File: src/rtl/line_buffer_3x3.sv
// rtl/line_buffer_3x3.sv - 3x3 sliding-window generator over a raster pixel stream
// Optional frame_done pulse on the last window of a frame: define WINDOW_FRAME_DONE_EN.
module line_buffer_3x3 #(
  parameter int IMG_W = 28,
  parameter int IMG_H = 28
) (
  input  logic              clk,
  input  logic              rst_n,
  input  logic              valid_in,
  input  logic signed [7:0] data_in,
  output logic signed [7:0] data_out0,
  output logic signed [7:0] data_out1,
  output logic signed [7:0] data_out2,
  output logic signed [7:0] data_out3,
  output logic signed [7:0] data_out4,
  output logic signed [7:0] data_out5,
  output logic signed [7:0] data_out6,
  output logic signed [7:0] data_out7,
  output logic signed [7:0] data_out8,
  output logic              valid_out
`ifdef WINDOW_FRAME_DONE_EN
  ,
  output logic              frame_done
`endif
);

  localparam int CW = (IMG_W > 1) ? $clog2(IMG_W) : 1;
  localparam int RW = (IMG_H > 1) ? $clog2(IMG_H) : 1;
  localparam logic [CW-1:0] COL_LAST = CW'(IMG_W - 1);
  localparam logic [RW-1:0] ROW_LAST = RW'(IMG_H - 1);

  logic [CW-1:0] col_q, col_d;
  logic [RW-1:0] row_q, row_d;

  logic signed [7:0] lb1_mem [IMG_W];
  logic signed [7:0] lb2_mem [IMG_W];
  logic signed [7:0] lb1_rd, lb2_rd;

  logic signed [7:0] win_q  [9];
  logic signed [7:0] win_d  [9];
  logic signed [7:0] dout_q [9];
  logic signed [7:0] dout_d [9];

  logic emit_q, emit_d;
  logic valid_out_q, valid_out_d;

  always_comb begin
    col_d = col_q;
    row_d = row_q;
    if (valid_in) begin
      if (col_q == COL_LAST) begin
        col_d = '0;
        row_d = (row_q == ROW_LAST) ? '0 : row_q + 1'b1;
      end else begin
        col_d = col_q + 1'b1;
      end
    end
  end

  // Combinational reads happen before the clocked write, so same-index accesses see old data.
  assign lb1_rd = lb1_mem[col_q];
  assign lb2_rd = lb2_mem[col_q];

  always_ff @(posedge clk) begin
    if (valid_in) begin
      lb1_mem[col_q] <= data_in;
      lb2_mem[col_q] <= lb1_rd;
    end
  end

  always_comb begin
    win_d = win_q;
    if (valid_in) begin
      for (int r = 0; r < 3; r++) begin
        win_d[3*r]     = win_q[3*r+1];
        win_d[3*r + 1] = win_q[3*r+2];
      end
      win_d[2] = lb2_rd;
      win_d[5] = lb1_rd;
      win_d[8] = data_in;
    end
  end

  assign emit_d      = valid_in && (row_q >= RW'(2)) && (col_q >= CW'(2));
  assign valid_out_d = emit_q;

  always_comb begin
    dout_d = dout_q;
    if (emit_q) dout_d = win_q;
  end

  always_ff @(posedge clk or negedge rst_n) begin
    if (!rst_n) begin
      col_q       <= '0;
      row_q       <= '0;
      emit_q      <= 1'b0;
      valid_out_q <= 1'b0;
      for (int i = 0; i < 9; i++) begin
        win_q[i]  <= '0;
        dout_q[i] <= '0;
      end
    end else begin
      col_q       <= col_d;
      row_q       <= row_d;
      emit_q      <= emit_d;
      valid_out_q <= valid_out_d;
      win_q       <= win_d;
      dout_q      <= dout_d;
    end
  end

`ifdef WINDOW_FRAME_DONE_EN
  logic last_q, last_d;
  logic frame_done_q, frame_done_d;

  assign last_d       = emit_d && (row_q == ROW_LAST) && (col_q == COL_LAST);
  assign frame_done_d = last_q;

  always_ff @(posedge clk or negedge rst_n) begin
    if (!rst_n) begin
      last_q       <= 1'b0;
      frame_done_q <= 1'b0;
    end else begin
      last_q       <= last_d;
      frame_done_q <= frame_done_d;
    end
  end

  assign frame_done = frame_done_q;
`endif

  assign data_out0 = dout_q[0];
  assign data_out1 = dout_q[1];
  assign data_out2 = dout_q[2];
  assign data_out3 = dout_q[3];
  assign data_out4 = dout_q[4];
  assign data_out5 = dout_q[5];
  assign data_out6 = dout_q[6];
  assign data_out7 = dout_q[7];
  assign data_out8 = dout_q[8];
  assign valid_out = valid_out_q;

endmodule
File: config.mk
export PLATFORM = sky130hd
export DESIGN_NAME = line_buffer_3x3
export DESIGN_NICKNAME = d
export VERILOG_FILES = /design/src/rtl/line_buffer_3x3.sv
export SDC_FILE = /design/constraint.sdc
export NUM_CORES = 1
export LEC_CHECK = 0
export BUFFER_PORTS_ARGS = -buffer_cell sky130_fd_sc_hd__clkbuf_2
export CAP_MARGIN = 40
export CORE_MARGIN = 1.5
export CORE_UTILIZATION = 50
export DETAILED_ROUTE_END_ITERATION = 10
export HOLD_SLACK_MARGIN = 0.06
export PLACE_DENSITY = 0.67
export SETUP_SLACK_MARGIN = 0.3
export SYNTH_ARGS = -nofsm -noshare
export SYNTH_HDL_FRONTEND = slang
export SYNTH_SLANG_ARGS = --single-unit
File: constraint.sdc
create_clock -name clk -period 4.9 [get_ports clk]
set_input_delay 0.245 -clock clk [delete_from_list [all_inputs] [get_ports clk]]
set_output_delay 0.245 -clock clk [all_outputs]
set_load 0.02 [all_outputs]
==> run summary <==
Outcome = finished clean
CTS Buffer Depth = 3
CTS root buffer = clkbuf_16
Dpl hpwl = 31.58 mm
Vias = 12100
Async SR Flop Fraction = 25.83%
Final setup viols = 0
Tot GR Track Use = 21.65%
Crit path capture type = flop
Post-synth EDFFs = 448
Wire length of the first global-routing pass = 76.62 mm
Min-Delay Path Class = in2async
Layout cell share with drive strength beyond 1 = 29.85%
Critical path peak fanout = 31
Post-synth cell types = 56
R2r startpoint = col_q[0]
Fin crit period = 3.439 ns
Initial DRC Count = 1165
H-tree levels = 2
Relative slew slack = 36.98%
Pre-CTS setup slack = 1.483 ns
YS warnings = 0
Final core utilization = 58.77%
Post-route setup slack = 1.461 ns
Post-route total power = 16.42 mW
Placer Congestion = 0.8182
Cell area after synthesis = 0.02335 mm^2
Worst R2R Path Depth = 5
Post-route ant nets = 0
#FFs+latches synth = 604
FMAX = 290.8 MHz
Hold WS = 0.1125 ns
Tcrit/Tclk final = 70.18%
Req. time, crit path = 5.05 ns
Port Buf Inserts = 83
Final nets = 1410
Mapped Nets = 1273
Fin. max-slew vios = 0
Post-Route WL = 50.73 mm
Pwr/cell area = 610.3 mW/mm^2
Slew @ Worst Pin = 0.9367 ns
Vias in the first global route = 12190
Crit path DAT = 3.59 ns
Num CTS Buffers = 59
Grt ovf = 0
DRC = 0
Placeable core region = 0.04577 mm^2
Clock skew = 0.01872 ns
Dpl cells = 1931
Final Hold Fails = 0
# IOs = 84
Syn Area/Cell = 18.59 um^2
Design area = 0.02690 mm^2
WL/cell = 24.81 um
Pin count of the biggest net entering global routing = 64
RR Endpoint = lb2_mem[6][2]
Area grow syn2layout = 15.21%
CTS sink cnt = 604
Syn Inst Count = 1256
Post-Layout Cell Count = 2045
Placed Instance Area = 0.02472 mm^2
Initial antenna violation count = 2
Skew-Pair Late Insertion Delay = 0.62 ns
Initial Utilization = 51.01%
Worst IR Drop VDD = 0.4256 mV
Setup TNS = 0 ns
DRT Pass-1 Iters = 5
Reg2reg setup slack = 1.46 ns
Register clock-pin slew on the reported worst setup and hold paths = 0.06 ns
Postcts setup bufs = 0
Std-Cell Rows = 78
CTS tree = yes
RSZ-0062 raised after global routing = no
CP Launch Type = flop
Die ar. = 0.04800 mm^2
Prevailing post-synth register cell = edfxtp_1
Sequential element share of the synthesized area = 74.34%
Drt via density = 5.918
Die X = 219.1 um
Max_cap viols = 0
Static Leak = 9.736 nW
Setup CP Type = reg2reg
Die H = 219.1 um
-- timing repair --
| item | in CTS | in global routing |
|---|---|---|
| resized for setup | 0 | 0 |
| endpoints found under the hold margin | 39 | 0 |
| hold buffers | 1 | 0 |
-- per-layer routing --
layer / vias to the layer above / part of all wire [%] / global-route usage, %
li1: 5245 / - / -
met1: 6313 / 44 / 31.23
met2: 445 / 46 / 33.49
met3: 99 / 6.2 / 3.479
met4: 0 / 3.0 / 7.922
met5: - / 0 / 0
-- flip-flops by register name, summed over array words and instances, names as in the netlist --
| name | cells |
|---|---|
| data_out6 | 8 |
| lb2_mem | 224 |
| emit_q | 1 |
| win_q | 72 |
| data_out5 | 8 |
| data_out7 | 8 |
| valid_out | 1 |
| lb1_mem | 224 |
| row_q | 5 |
| data_out2 | 8 |
| data_out0 | 8 |
| data_out8 | 8 |
| col_q | 5 |
| data_out3 | 8 |
| data_out4 | 8 |
| data_out1 | 8 |
-- cell usage after synthesis (8+ instances only) --
cell type / count / area, um^2
nand2b_1: 8 / 50.05
mux2_2: 134 / 1509
buf_2: 11 / 55.05
mux4_2: 45 / 1013
nor2_1: 49 / 183.9
a22oi_1: 17 / 127.6
nand2_1: 19 / 71.32
a31oi_1: 14 / 87.58
o22ai_1: 24 / 150.1
mux2i_1: 127 / 1271
buf_4: 16 / 120.1
and2_1: 10 / 62.56
nand3_1: 14 / 70.07
o21ai_0: 21 / 105.1
edfxtp_1: 448 / 13450
clkbuf_1: 27 / 101.4
a221oi_1: 12 / 105.1
dfrtp_1: 156 / 3904
-- critical path, cell delays in order, from the launching register on --
cell and delay [ns]:
dfrtp_4 0.69, buf_16 0.29, or4b_1 0.58, o22ai_1 0.22, nor4_2 0.53, nand2_1 0.64
-- logic make-up after synthesis --
kind of cell	after synthesis	synth area share, %
xor+xnor	1	0.03752
simple gates	149	3.430
fa+ha+maj	6	0.3215
mux	310	16.70
compound gates	115	3.408
flops	604	74.34
buf+inv	71	1.768
-- cell usage in the layout, fill, tap and decap left out, types with 11 or more instances in the layout --
master,n
mux2i_1,127
a31oi_1,14
clkbuf_16,61
edfxtp_1,448
dfrtp_1,153
nand3_1,14
a221oi_1,12
o22ai_1,24
clkbuf_2,81
mux4_2,45
bufinv_16,11
buf_4,46
nand2_1,19
a22oi_1,17
nor2_1,49
mux2_2,134
o21ai_0,21
-- final cells by class --
| type | instances | area, um^2 |
|---|---|---|
| multi-input cells | 581 | 5584 |
| flip-flops and latches | 604 | 17370 |
| repair buffers | 142 | 1011 |
| clock inverters | 30 | 455.4 |
| clock buffers | 82 | 1709 |
| well taps | 600 | 750.7 |
| diodes | 1 | 2.502 |
| fillers | 3335 | 18870 |
| inverters | 5 | 18.77 |
-- power breakdown --
part / internal, mW / total, mW / switching [mW] / leakage, nW
logic: 1.54 / 4.08 / 2.55 / 2.78
registers: 6.91 / 7.41 / 0.505 / 5.90
clock network: 3.02 / 4.92 / 1.90 / 1.06
total: 11.5 / 16.4 / 4.96 / 9.74
-- worst max-delay path by stage --
stage | depth (start not counted) | slack, ns | start | end
6_report | 5 | 1.46 | col_q[0] | lb2_mem[6][2]
5_1_grt | 5 | 1.30 | col_q[0] | lb2_mem[18][2]
4_1_cts | 5 | 1.49 | col_q[0] | lb2_mem[24][2]
3_5_place_dp | 5 | 1.48 | col_q[0] | lb2_mem[26][3]
3_3_place_gp | 4 | 1.39 | col_q[0] | lb2_mem[20][2]
2_1_floorplan | 4 | 2.42 | col_q[2] | lb1_mem[11][0]
Power figures use the tool's default switching activity.
